===== src/rtl/pc_unit.sv =====
// Program counter with branch/jump/return/trap sources and a circular return-address stack.
// PC advances only on the write-back phase when not stalled.
module pc_unit #(
  parameter int                XLEN       = 32,
  parameter logic [XLEN-1:0]   RESET_VEC  = '0,
  parameter logic [XLEN-1:0]   STEP       = XLEN'(4),
  parameter int                ALIGN_BITS = 2,
  parameter int                RAS_DEPTH  = 4,
  parameter int                PHASE_W    = 5,
  parameter int                W_IDX      = 4
) (
  input  logic                           clk,
  input  logic                           rst,
  input  logic [PHASE_W-1:0]             phase,
  input  logic                           stall,
  input  logic [1:0]                     sel,
  input  logic [XLEN-1:0]                offset,
  input  logic [XLEN-1:0]                target,
  input  logic                           call,
  input  logic                           trap,
  input  logic [XLEN-1:0]                trap_vec,
  output logic [XLEN-1:0]                pc_reg,
  output logic [XLEN-1:0]                epc_reg,
  output logic [$clog2(RAS_DEPTH):0]     ras_cnt,
  output logic                           ras_ovf,
  output logic                           ras_unf,
  output logic                           misalign
);

  localparam int PW = $clog2(RAS_DEPTH);
  localparam int CW = PW + 1;
  localparam logic [XLEN-1:0] LOW_MASK = (XLEN'(1) << ALIGN_BITS) - XLEN'(1);
  localparam logic [CW-1:0]   FULL_CNT = CW'(RAS_DEPTH);

  logic [XLEN-1:0] ras_mem [RAS_DEPTH];
  logic [PW-1:0]   top_reg;

  logic            update;
  logic [XLEN-1:0] seq_pc;
  logic [XLEN-1:0] raw_next;
  logic [XLEN-1:0] pc_next;
  logic            push;
  logic            pop;
  logic            unf_set;
  logic            mis_set;
  logic [PW-1:0]   push_idx;

  assign update   = phase[W_IDX] && !stall;
  assign seq_pc   = pc_reg + STEP;
  assign push_idx = top_reg + PW'(1);

  always_comb begin
    raw_next = seq_pc;
    push     = 1'b0;
    pop      = 1'b0;
    unf_set  = 1'b0;
    if (trap) begin
      raw_next = trap_vec;
    end else begin
      case (sel)
        2'b00: raw_next = seq_pc;
        2'b01: raw_next = pc_reg + offset;
        2'b10: begin
          raw_next = target;
          push     = call;
        end
        default: begin
          if (ras_cnt != '0) begin
            raw_next = ras_mem[top_reg];
            pop      = 1'b1;
          end else begin
            unf_set  = 1'b1;
          end
        end
      endcase
    end
    // Misaligned targets are still taken, just with the low bits forced to zero.
    mis_set = |(raw_next & LOW_MASK);
    pc_next = raw_next & ~LOW_MASK;
  end

  always_ff @(posedge clk) begin
    if (rst) begin
      pc_reg   <= RESET_VEC;
      epc_reg  <= '0;
      ras_cnt  <= '0;
      top_reg  <= '0;
      ras_ovf  <= 1'b0;
      ras_unf  <= 1'b0;
      misalign <= 1'b0;
    end else if (update) begin
      pc_reg <= pc_next;
      if (trap) epc_reg <= pc_reg;
      if (mis_set) misalign <= 1'b1;
      if (unf_set) ras_unf <= 1'b1;
      if (push) begin
        // Full stack: the write wraps over the oldest entry, count stays saturated.
        top_reg <= push_idx;
        if (ras_cnt == FULL_CNT) ras_ovf <= 1'b1;
        else                     ras_cnt <= ras_cnt + CW'(1);
      end else if (pop) begin
        top_reg <= top_reg - PW'(1);
        ras_cnt <= ras_cnt - CW'(1);
      end
    end
  end

  always_ff @(posedge clk) begin
    if (!rst && update && push) ras_mem[push_idx] <= seq_pc;
  end

endmodule


===== config.mk =====
export PLATFORM = sky130hd
export DESIGN_NAME = pc_unit
export DESIGN_NICKNAME = d
export VERILOG_FILES = /design/src/rtl/pc_unit.sv
export SDC_FILE = /design/constraint.sdc
export NUM_CORES = 1
export LEC_CHECK = 0
export ABC_AREA = 1
export ABC_CLOCK_PERIOD_IN_PS = 4000
export BUFFER_PORTS_ARGS = -buffer_cell sky130_fd_sc_hd__buf_2
export CAP_MARGIN = 20
export CORE_ASPECT_RATIO = 0.9
export CORE_MARGIN = 4
export CORE_UTILIZATION = 50
export DETAILED_ROUTE_END_ITERATION = 16
export PLACE_DENSITY_LB_ADDON = 0.08
export SLEW_MARGIN = 20
export SYNTH_ARGS = -nofsm -noshare
export SYNTH_HDL_FRONTEND = slang
export SYNTH_SLANG_ARGS = --single-unit

===== constraint.sdc =====
create_clock -name clk -period 4 [get_ports clk]
set_clock_uncertainty 0.2 [all_clocks]
set_input_delay 0.8 -clock clk [delete_from_list [all_inputs] [get_ports clk]]
set_output_delay 0.8 -clock clk [all_outputs]
set_load 0.02 [all_outputs]

==> results_dict.tcl, run 1 <==
set metrics [dict create \
    start_kind "input pin" \
    layout_worst_path_cycle_share 0.773 \
    area_growth_pct 14.7 \
    grt_first_pass_wirelength_um 56800 \
    clk_pin_slew_ns 0.07 \
    route.detailed.vias_per_inst 5.54 \
    number_of_drc_violations_after_detailed_routing_iteration_0 1286 \
    synth_largest_type_area_fraction 0.318 \
    antenna-diode-count 0 \
    tritoncts "yes" \
    max_cap_viol 0 \
    post-synth-top-area-cell "edfxtp_1" \
    design.die.area_mm2 0.0251 \
    cts_buffer_depth 2 \
    crit_path_top_delay_cell "nor2_1" \
    synth_area_mm2 0.0113 \
    synth_warnings 0 \
    place_ws_ns 0.542 \
    rd_place_congestion 0.979 \
    grt.busiest_layer "met2" \
    synth_cell_type_count 52 \
    port_buffers 169 \
    antenna_violating_nets_post_route 0 \
    design.final.nets 1801 \
    cts-htree-levels 4 \
    initial_core_util 0.516 \
    final_hold_viol_count 0 \
    fin_worst_hold_slack_ns 0.257 \
    core_area_mm2 0.0220 \
    max_slew_margin 0.524 \
    cts-buffers-inserted 17 \
    grt_max_degree 63 \
    worst-r2r-setup-slack_ns 1.15 \
    hpwl_um 27600 \
    cts_post_setup_buffers_inserted 0 \
    synth_sequential_area_ratio 0.442 \
    drcViolationCount 0 \
    critical_path_arrival_ns 2.97 \
    worst_path_largest_cell_delay_ns 0.54 \
    synth_enable_flop_cells 120 \
    path_max_fanout 30 \
    worstHoldPathType "reg -> reg" \
    tightestPinTransition_ns 0.714 \
    grt_util_met1 0.429 \
    leakage_nw 5.79 \
    track_usage 0.293 \
    syn-instance-count 1507 \
    synth_most_common_cell "nand2_1" \
    cts.sink_count 190 \
    crit_buf_inv 4 \
    run_status "complete, no violations" \
    ioPinCount 178 \
    holdBufCountCts 0 \
    initial_antenna_violation_count 0 \
    post_cts_resized 0 \
    final_setup_violations 0 \
    final_layout_size_suffix_gt1_frac 0.166 \
    totalNegativeSetupSlack_ns 0 \
    netlist_top_cells_area "edfxtp_1 (32%), nand2_1 (15%), dfxtp_1 (12%), a21oi_1 (5.8%), inv_1 (5.6%)" \
    regToRegStartpoint "pc_reg[17]" \
    synthArstFlopShare 0 \
    largest_register_ffs 120 \
    grt_util_met3 0.0504 \
    globalRouteOverflowTotal 0 \
    vias 10900 \
    root_buffer "clkbuf_16" \
    detailedRoute.firstPassIterationCount 6 \
    grt.met2_usage 0.454 \
    timing.final.crit_period_ns 3.09 \
    worst_hold_startpoint "misalign" \
    grt_setup_unrepaired "no" \
    synth-seq-cells 190 \
    critPathTopFamily "simple AND/OR/NAND/NOR gates" \
    worstSetupStartpoint "sel[0]" \
    std_cell_rows 51 \
    cp_cell_sequence "buf_2 > inv_1 > nand2_1 > inv_1 > nand2_1 > nor2_1 > nand3_1 > nor2_2 > buf_4" \
    worst-setup-path-type "in -> reg" \
    dominantRegCellSynth "edfxtp_1" \
    clkLatencyLatePin_ns 0.44 \
    first_global_vias 9847 \
    irDropWorstVdd_v 0.000305 \
    post_synth.cell_area_avg_um2 7.51 \
    wl_per_cell_um 19.0 \
    power-per-cell-area_mw_per_mm2 344 \
    required_ns 3.88 \
    final_max_slew_viol_count 0 \
    die_h_um 151 \
    synth.cells.most_frequent "nand2_1 (444), inv_1 (170), a21oi_1 (132)" \
    endpoint_kind "flip-flop" \
    dieWidth_um 167 \
    routed_wl_um 37200 \
    setup_ws_post_layout_ns 0.908 \
    max_clock_freq_mhz 323 \
]
area by class of cell:
class	count	area, um2
clock buffer	18	429
sequential	190	5010
clock inverter	14	146
multi-input combinational	1087	5390
fill	2097	8960
timing repair buffer	186	998
inverter	175	657
tap	291	364
placed cells by master, fill, tap and decap left out, types with 4 or more instances in the layout:
cell	Yosys	layout
buf_4	4	15
a21boi_0	5	5
conb_1	1	4
nor2_2	12	19
clkbuf_16	0	17
xor2_1	13	13
inv_1	170	169
or2_2	10	10
nand4_1	11	11
o21ai_0	87	87
a221oi_1	6	6
nor3_1	10	10
nand3_1	106	106
inv_2	3	4
nand2_2	6	6
buf_2	17	169
ha_1	34	34
xor2_2	4	4
inv_8	0	5
o21ai_1	4	4
nor2_4	3	4
o22ai_1	14	14
o211ai_1	6	6
a21boi_1	7	7
nor3_2	5	5
edfxtp_1	120	120
dfxtp_1	70	69
nor2_1	131	123
nand2_1	444	444
a21oi_1	132	132
nand3b_1	5	5
routing by layer:
metal	vias up	share of wire
met5	-	0
met1	5010	0.44
met4	0	0.022
met3	50	0.098
li1	5262	-
met2	547	0.44
path summary, 6_finish.rpt:
kind | to | cells after the start
worst max register to register | pc_reg[21] | 12
worst max-delay path | ras_mem[0][17] | 9
worst min register to register | misalign | 2
worst min-delay path | misalign | 2
worst register-to-register path, cell delays in order (launching register included):
cell,delay [ns]
dfxtp_1,0.47
ha_1,0.45
nand2_1,0.09
inv_1,0.08
nand2_1,0.15
nor2_1,0.42
nand4_1,0.25
nand3_1,0.15
nand2_1,0.05
nand3_1,0.11
nand3_1,0.12
a21oi_1,0.15
nor2_1,0.05
power breakdown:
group / total (mW) / switching, mW / internal (mW)
clock network: 1.66 / 0.831 / 0.832
registers: 2.16 / 0.0480 / 2.11
logic: 0.642 / 0.432 / 0.210
kinds of logic after synthesis:
family                     Yosys count  synth area share
xor gates and xnor gates            19            0.0173
adders and majority gates           36            0.0411
and+or+nand+nor                    750             0.279
other                                1          0.000331
buffers and inverters              233            0.0852
DFF                                190             0.442
AOI/OAI and AO/OA                  278             0.135
through the flow:
stage / total power, mW / utilization / cells / instance area, um2
floorplan: 2.59 / - / 1510 / 11300
global placement: 2.82 / 0.566 / 1929 / 12400
detailed placement: 2.83 / 0.566 / 1929 / 12400
CTS: 4.46 / 0.592 / 1961 / 13000
global route: 4.63 / 0.592 / 1961 / 13000
finish: 4.47 / 0.592 / 1961 / 13000
No activity file was read; power rests on OpenSTA's default activity.
==> run 2, diff against run 1 <==
--- a/config.mk
+++ b/config.mk
@@ -6,7 +6,7 @@
 export NUM_CORES = 1
 export LEC_CHECK = 0
 export ABC_AREA = 1
-export ABC_CLOCK_PERIOD_IN_PS = 4000
+export ABC_CLOCK_PERIOD_IN_PS = 3200
 export BUFFER_PORTS_ARGS = -buffer_cell sky130_fd_sc_hd__buf_2
 export CAP_MARGIN = 20
 export CORE_ASPECT_RATIO = 0.9
==> constraint.sdc (replaced) <==
create_clock -name clk -period 3.2 [get_ports clk]
set_clock_uncertainty 0.2 [all_clocks]
set_input_delay 0.64 -clock clk [delete_from_list [all_inputs] [get_ports clk]]
set_output_delay 0.64 -clock clk [all_outputs]
set_load 0.02 [all_outputs]
==> results_dict.tcl, run 2 (synthesized netlist as in run 1, its figures left out) <==
set metrics [dict create \
    max_slew_margin 0.512 \
    ioPinCount 178 \
    dieWidth_um 167 \
    leakage_nw 5.90 \
    pwr-share-seq 0.472 \
    required_ns 3.32 \
    grt.busiest_layer "met2" \
    grt_setup_unrepaired "no" \
    hpwl_um 28200 \
    design.final.nets 1819 \
    max_clock_freq_mhz 365 \
    multiInputGateArea_mm2 0.00539 \
    post_cts_resized 0 \
    mostFrequentLayoutCell "nand2_1" \
    irDropWorstVdd_v 0.000269 \
    final_hold_viol_count 0 \
    port_buffers 169 \
    cts-htree-levels 4 \
    vias 10900 \
    final_layout_size_suffix_gt1_frac 0.174 \
    core_area_mm2 0.0220 \
    tightestPinTransition_ns 0.726 \
    critical_path_arrival_ns 2.86 \
    wl_per_cell_um 18.8 \
    worstHoldPathType "reg -> reg" \
    layout_worst_path_cycle_share 0.856 \
    endpoint_kind "flip-flop" \
    number_of_drc_violations_after_detailed_routing_iteration_0 1203 \
    antenna_violating_nets_post_route 0 \
    initial_core_util 0.516 \
    final_core_util 0.598 \
    grt.met2_usage 0.465 \
    critPathTopFamily "simple AND/OR/NAND/NOR gates" \
    power.net_switching_mw 1.62 \
    grt_max_degree 77 \
    timing.final.crit_period_ns 2.74 \
    largest_register_ffs 120 \
    die_h_um 151 \
    setup_ws_post_layout_ns 0.459 \
    std_cell_rows 51 \
    worst-r2r-setup-slack_ns 0.46 \
    crit_path_top_delay_cell "dfxtp_1" \
    root_buffer "clkbuf_16" \
    postPlaceCellArea_mm2 0.0125 \
    grt_util_met1 0.413 \
    clk_pin_slew_ns 0.08 \
    cts_post_setup_buffers_inserted 0 \
    start_kind "flip-flop" \
    crit_buf_inv 2 \
    fillerInstances 2086 \
    run_status "complete, no violations" \
    p_sw_frac 0.283 \
    power-per-cell-area_mw_per_mm2 434 \
    finalInstanceArea_mm2 0.0131 \
    antenna-diode-count 0 \
    globalRouteOverflowTotal 0 \
    clock_power_share 0.385 \
    final_cell_mix "nand2_1 (444), inv_1 (170), buf_2 (169)" \
    design.die.area_mm2 0.0251 \
    detailedRoute.firstPassIterationCount 8 \
    worst-setup-path-type "reg -> reg" \
    worst_path_largest_cell_delay_ns 0.46 \
    final_max_slew_viol_count 0 \
    max_cap_viol 0 \
    rd_place_congestion 0.950 \
    routed_wl_um 37200 \
    register_area_mm2 0.00501 \
    grt_first_pass_wirelength_um 56400 \
    clkLatencyLatePin_ns 0.44 \
    cts-buffers-inserted 17 \
    first_global_vias 9872 \
    track_usage 0.293 \
    cp_cell_sequence "ha_1 > inv_1 > fa_1 > inv_1 > nand3_1 > nand3_1 > nand3_1 > nand3_1 > nand2_1 > nand2_1 > nand2_1 > nand3_1 > nand3_1 > a21oi_1 > nor2_1" \
    cts.sink_count 190 \
    final_setup_violations 0 \
    route.detailed.vias_per_inst 5.49 \
    tritoncts "yes" \
    cts_buffer_depth 2 \
    area_growth_pct 16.0 \
    drcViolationCount 0 \
    internal_power_mw 4.09 \
    path_max_fanout 6 \
    initial_antenna_violation_count 1 \
    p_comb_frac 0.143 \
    grt_util_met3 0.0621 \
    holdBufCountCts 0 \
    place_ws_ns 0.273 \
    critPathMostFrequentCell "nand3_1" \
]
[run 2: changes by cell type in the layout (fill, tap and decap cells not counted), moves of 2 or more]
cell	change
clkinvlp_4	-2
clkinv_1	+2
buf_4	+19
clkinv_8	-2
inv_6	+3
bufinv_16	+2
[run 2: final cells by class]
cell class,instances,area share
clock buffers,17,0.0324
clock inverters,15,0.0131
inverters,175,0.0500
multi-input cells,1087,0.410
flip-flops and latches,190,0.381
well taps,291,0.0277
repair buffers,204,0.0853
[run 2: through the flow]
stage / instances / hold WS [ns] / power [mW] / TNS, ns
floorplan: 1510 / 0.292 / 3.24 / -25.55
global placement: 1947 / 0.239 / 3.54 / 0
detailed placement: 1947 / 0.239 / 3.55 / 0
CTS: 1979 / 0.250 / 5.71 / 0
global route: 1979 / 0.264 / 5.91 / 0
finish: 1979 / 0.253 / 5.70 / 0
[run 2: worst paths after layout]
check,from,endpoint,cells past startpoint
max,pc_reg[2],pc_reg[22],15
min reg2reg,misalign,misalign,2
min,misalign,misalign,2
max reg2reg,pc_reg[2],pc_reg[22],15
[run 2: power by group through the flow]
| stage | registers [mW] | logic [mW] | clock network, mW |
|---|---|---|---|
| 5_1_grt | 2.70 | 0.897 | 2.32 |
| 6_report | 2.70 | 0.815 | 2.19 |
| 3_3_place_gp | 2.75 | 0.791 | 0 |
| 4_1_cts | 2.69 | 0.803 | 2.21 |
| 3_5_place_dp | 2.75 | 0.798 | 0 |
| 2_1_floorplan | 2.78 | 0.463 | 0 |
[run 2: layer usage]
| metal | vias to the layer above | part of all wire |
|---|---|---|
| met5 | - | 0.00019 |
| met4 | 2 | 0.023 |
| met3 | 57 | 0.086 |
| met2 | 520 | 0.44 |
| met1 | 4986 | 0.45 |
| li1 | 5297 | - |
[run 2: worst reg2reg max path, delay by kind of cell (launching register included)]
family | cells | cell delay [ns]
AO/OA/AOI/OAI | 1 | 0.13
AND/OR/NAND/NOR | 10 | 0.99
flip-flops | 1 | 0.46
buffers and inverters | 2 | 0.17
adder cells (fa/ha/maj) | 2 | 0.67
==> run 3, diff against run 2 <==
--- a/config.mk
+++ b/config.mk
@@ -5,7 +5,6 @@
 export SDC_FILE = /design/constraint.sdc
 export NUM_CORES = 1
 export LEC_CHECK = 0
-export ABC_AREA = 1
 export ABC_CLOCK_PERIOD_IN_PS = 3200
 export BUFFER_PORTS_ARGS = -buffer_cell sky130_fd_sc_hd__buf_2
 export CAP_MARGIN = 20
==> results_dict.tcl, run 3 <==
set metrics [dict create \
    irDropWorstVdd_v 0.000380 \
    wl_per_cell_um 21.4 \
    totalNegativeSetupSlack_ns 0 \
    grt_first_pass_wirelength_um 47100 \
    layout_worst_path_cycle_share 0.982 \
    endpoint_kind "flip-flop" \
    post_synth.cell_area_avg_um2 10.8 \
    run_status "complete, no violations" \
    total_power_mw 5.61 \
    critPathTopFamily "compound AO/OA/AOI/OAI gates" \
    globalRouteOverflowTotal 0 \
    p_comb_frac 0.154 \
    synth_warnings 0 \
    path_max_fanout 3 \
    dieWidth_um 157 \
    placed_cells_incl_taps 1392 \
    tritoncts "yes" \
    start_kind "flip-flop" \
    cts.sink_count 190 \
    crit_path_top_delay_cell "a211o_1" \
    place_ws_ns -0.354 \
    antenna-diode-count 0 \
    clock_power_share 0.371 \
    initial_core_util 0.514 \
    synth_area_mm2 0.00994 \
    timing.final.crit_period_ns 3.14 \
    regToRegStartpoint "pc_reg[2]" \
    required_ns 3.35 \
    power.net_switching_mw 1.58 \
    synth_enable_flop_cells 120 \
    r2r.worst_path.cells 12 \
    worstHoldPathType "reg -> reg" \
    detailedRoute.firstPassIterationCount 5 \
    synth-seq-cells 190 \
    fin_worst_hold_slack_ns 0.252 \
    worst_path_largest_cell_delay_ns 0.39 \
    p_sw_frac 0.281 \
    crit_buf_inv 1 \
    setup_ws_post_layout_ns 0.0582 \
    layoutNonFillerInstCount 1427 \
    finalInstanceArea_mm2 0.0124 \
    core_area_mm2 0.0193 \
    dominantRegCellSynth "edfxtp_1" \
    synthArstFlopShare 0 \
    number_of_drc_violations_after_detailed_routing_iteration_0 644 \
    final_core_util 0.639 \
    post-synth-top-area-cell "edfxtp_1" \
    antenna_violating_nets_post_route 0 \
    root_buffer "clkbuf_16" \
    critical_path_cell_count 12 \
    largest_register_ffs 120 \
    vias 8503 \
    synth_most_common_cell "nand2_1" \
    worstSetupStartpoint "pc_reg[2]" \
    area_growth_pct 24.3 \
    design.final.nets 1308 \
    cp_cell_sequence "ha_4 > inv_2 > fa_2 > and2b_1 > o2111ai_2 > a211o_1 > a21oi_4 > a21boi_2 > o31a_1 > xnor2_1 > nand2_1 > a2111oi_4" \
    design.die.area_mm2 0.0222 \
    grt_max_degree 31 \
    std_cell_rows 48 \
    max_slew_margin 0.559 \
    route.detailed.vias_per_inst 5.96 \
    cts-buffers-inserted 17 \
    final_cell_mix "buf_2 (169), nand2_1 (127), edfxtp_1 (120)" \
    tightestPinTransition_ns 0.660 \
    clkLatencyLatePin_ns 0.44 \
    worst-r2r-setup-slack_ns 0.06 \
    synth.cells.most_frequent "nand2_1 (127), edfxtp_1 (120), a21oi_1 (90)" \
    final_hold_viol_count 0 \
    worst-setup-path-type "reg -> reg" \
    die_h_um 142 \
    clk_pin_slew_ns 0.08 \
    holdBufCountCts 0 \
    synth_largest_type_area_fraction 0.363 \
    port_buffers 169 \
    routed_wl_um 30500 \
    synth_cell_type_count 66 \
    netlist_top_cells_area "edfxtp_1 (36%), dfxtp_1 (14%), mux4_2 (6.8%), nand2_1 (4.8%), a21oi_1 (4.5%)" \
    hpwl_um 22400 \
    internal_power_mw 4.03 \
    pwr-share-seq 0.474 \
    postPlaceCellArea_mm2 0.0117 \
    track_usage 0.276 \
    initial_antenna_violation_count 1 \
    syn-instance-count 920 \
    synth_sequential_area_ratio 0.504 \
    mostFrequentLayoutCell "buf_2" \
    final_max_slew_viol_count 0 \
    leakage_nw 4.96 \
    max_cap_viol 0 \
    rd_place_congestion 0.932 \
    max_clock_freq_mhz 318 \
    first_global_vias 8401 \
    critical_path_arrival_ns 3.29 \
    worst_r2r_dst "pc_reg[30]" \
    grt_setup_unrepaired "yes" \
    power-per-cell-area_mw_per_mm2 454 \
    ioPinCount 178 \
    drcViolationCount 0 \
    final_layout_size_suffix_gt1_frac 0.310 \
    cts_buffer_depth 2 \
    worst_setup_path_endpoint "pc_reg[30]" \
    cts-htree-levels 4 \
    final_setup_violations 0 \
]
[run 3: kinds of logic (layout without fill, tap and decap cells)]
logic type / Yosys count / in the layout / synth area share
compound gates: 234 / 234 / 0.158
xor+xnor: 54 / 54 / 0.0476
flops: 190 / 190 / 0.504
mux: 35 / 35 / 0.0730
buf+inv: 72 / 326 / 0.0298
fa+ha+maj: 36 / 36 / 0.0468
simple gates: 298 / 298 / 0.141
other cells: 1 / 4 / 0.000377
[run 3: area by class of cell]
cell class | instances | area (um2)
clock buffer | 18 | 429
clock inverter | 14 | 146
fill | 1636 | 6990
inverter | 14 | 52.6
multi-input combinational | 661 | 4700
sequential | 190 | 5010
tap | 250 | 313
timing repair buffer | 280 | 1700
[run 3: worst register-to-register path: stages, from the launching register on]
cell and delay, ns:
dfxtp_2 0.36, ha_4 0.14, inv_2 0.04, fa_2 0.35, and2b_1 0.24, o2111ai_2 0.17
a211o_1 0.39, a21oi_4 0.21, a21boi_2 0.10, o31a_1 0.27, xnor2_1 0.16, nand2_1 0.11
a2111oi_4 0.31
[run 3: worst min path at each step]
stage,startpoint,endpoint,cells after the start
after global placement,epc_reg[22],epc_reg[22],2
after CTS,epc_reg[16],epc_reg[16],2
final,epc_reg[24],epc_reg[24],2
after global routing,epc_reg[8],epc_reg[8],2
after floorplan,top_reg[1],flip-flop,2
after detailed placement,epc_reg[16],epc_reg[16],2
[run 3: repair_timing]
item                                    4_1_cts  5_1_grt
buffers inserted                              0        3
resized for setup                             1        5
endpoints found under the setup margin        1        3
gates cloned                                  0        0
pin swaps                                     0        9
[run 3: routing by layer]
layer	vias to the layer above	wire, um	global-route usage
li1	3962	-	-
met1	4057	12400	0.365
met2	433	14800	0.467
met3	49	2600	0.0543
met4	2	663	0.0744
met5	-	7	0
[run 3: power groups by stage]
stage	Combinational [mW]	Clock, mW	Sequential, mW
detailed placement	0.846	0	2.72
finish	0.867	2.08	2.66
global placement	0.842	0	2.72
floorplan	0.442	0	2.76
CTS	0.853	2.12	2.66
global route	0.939	2.24	2.66
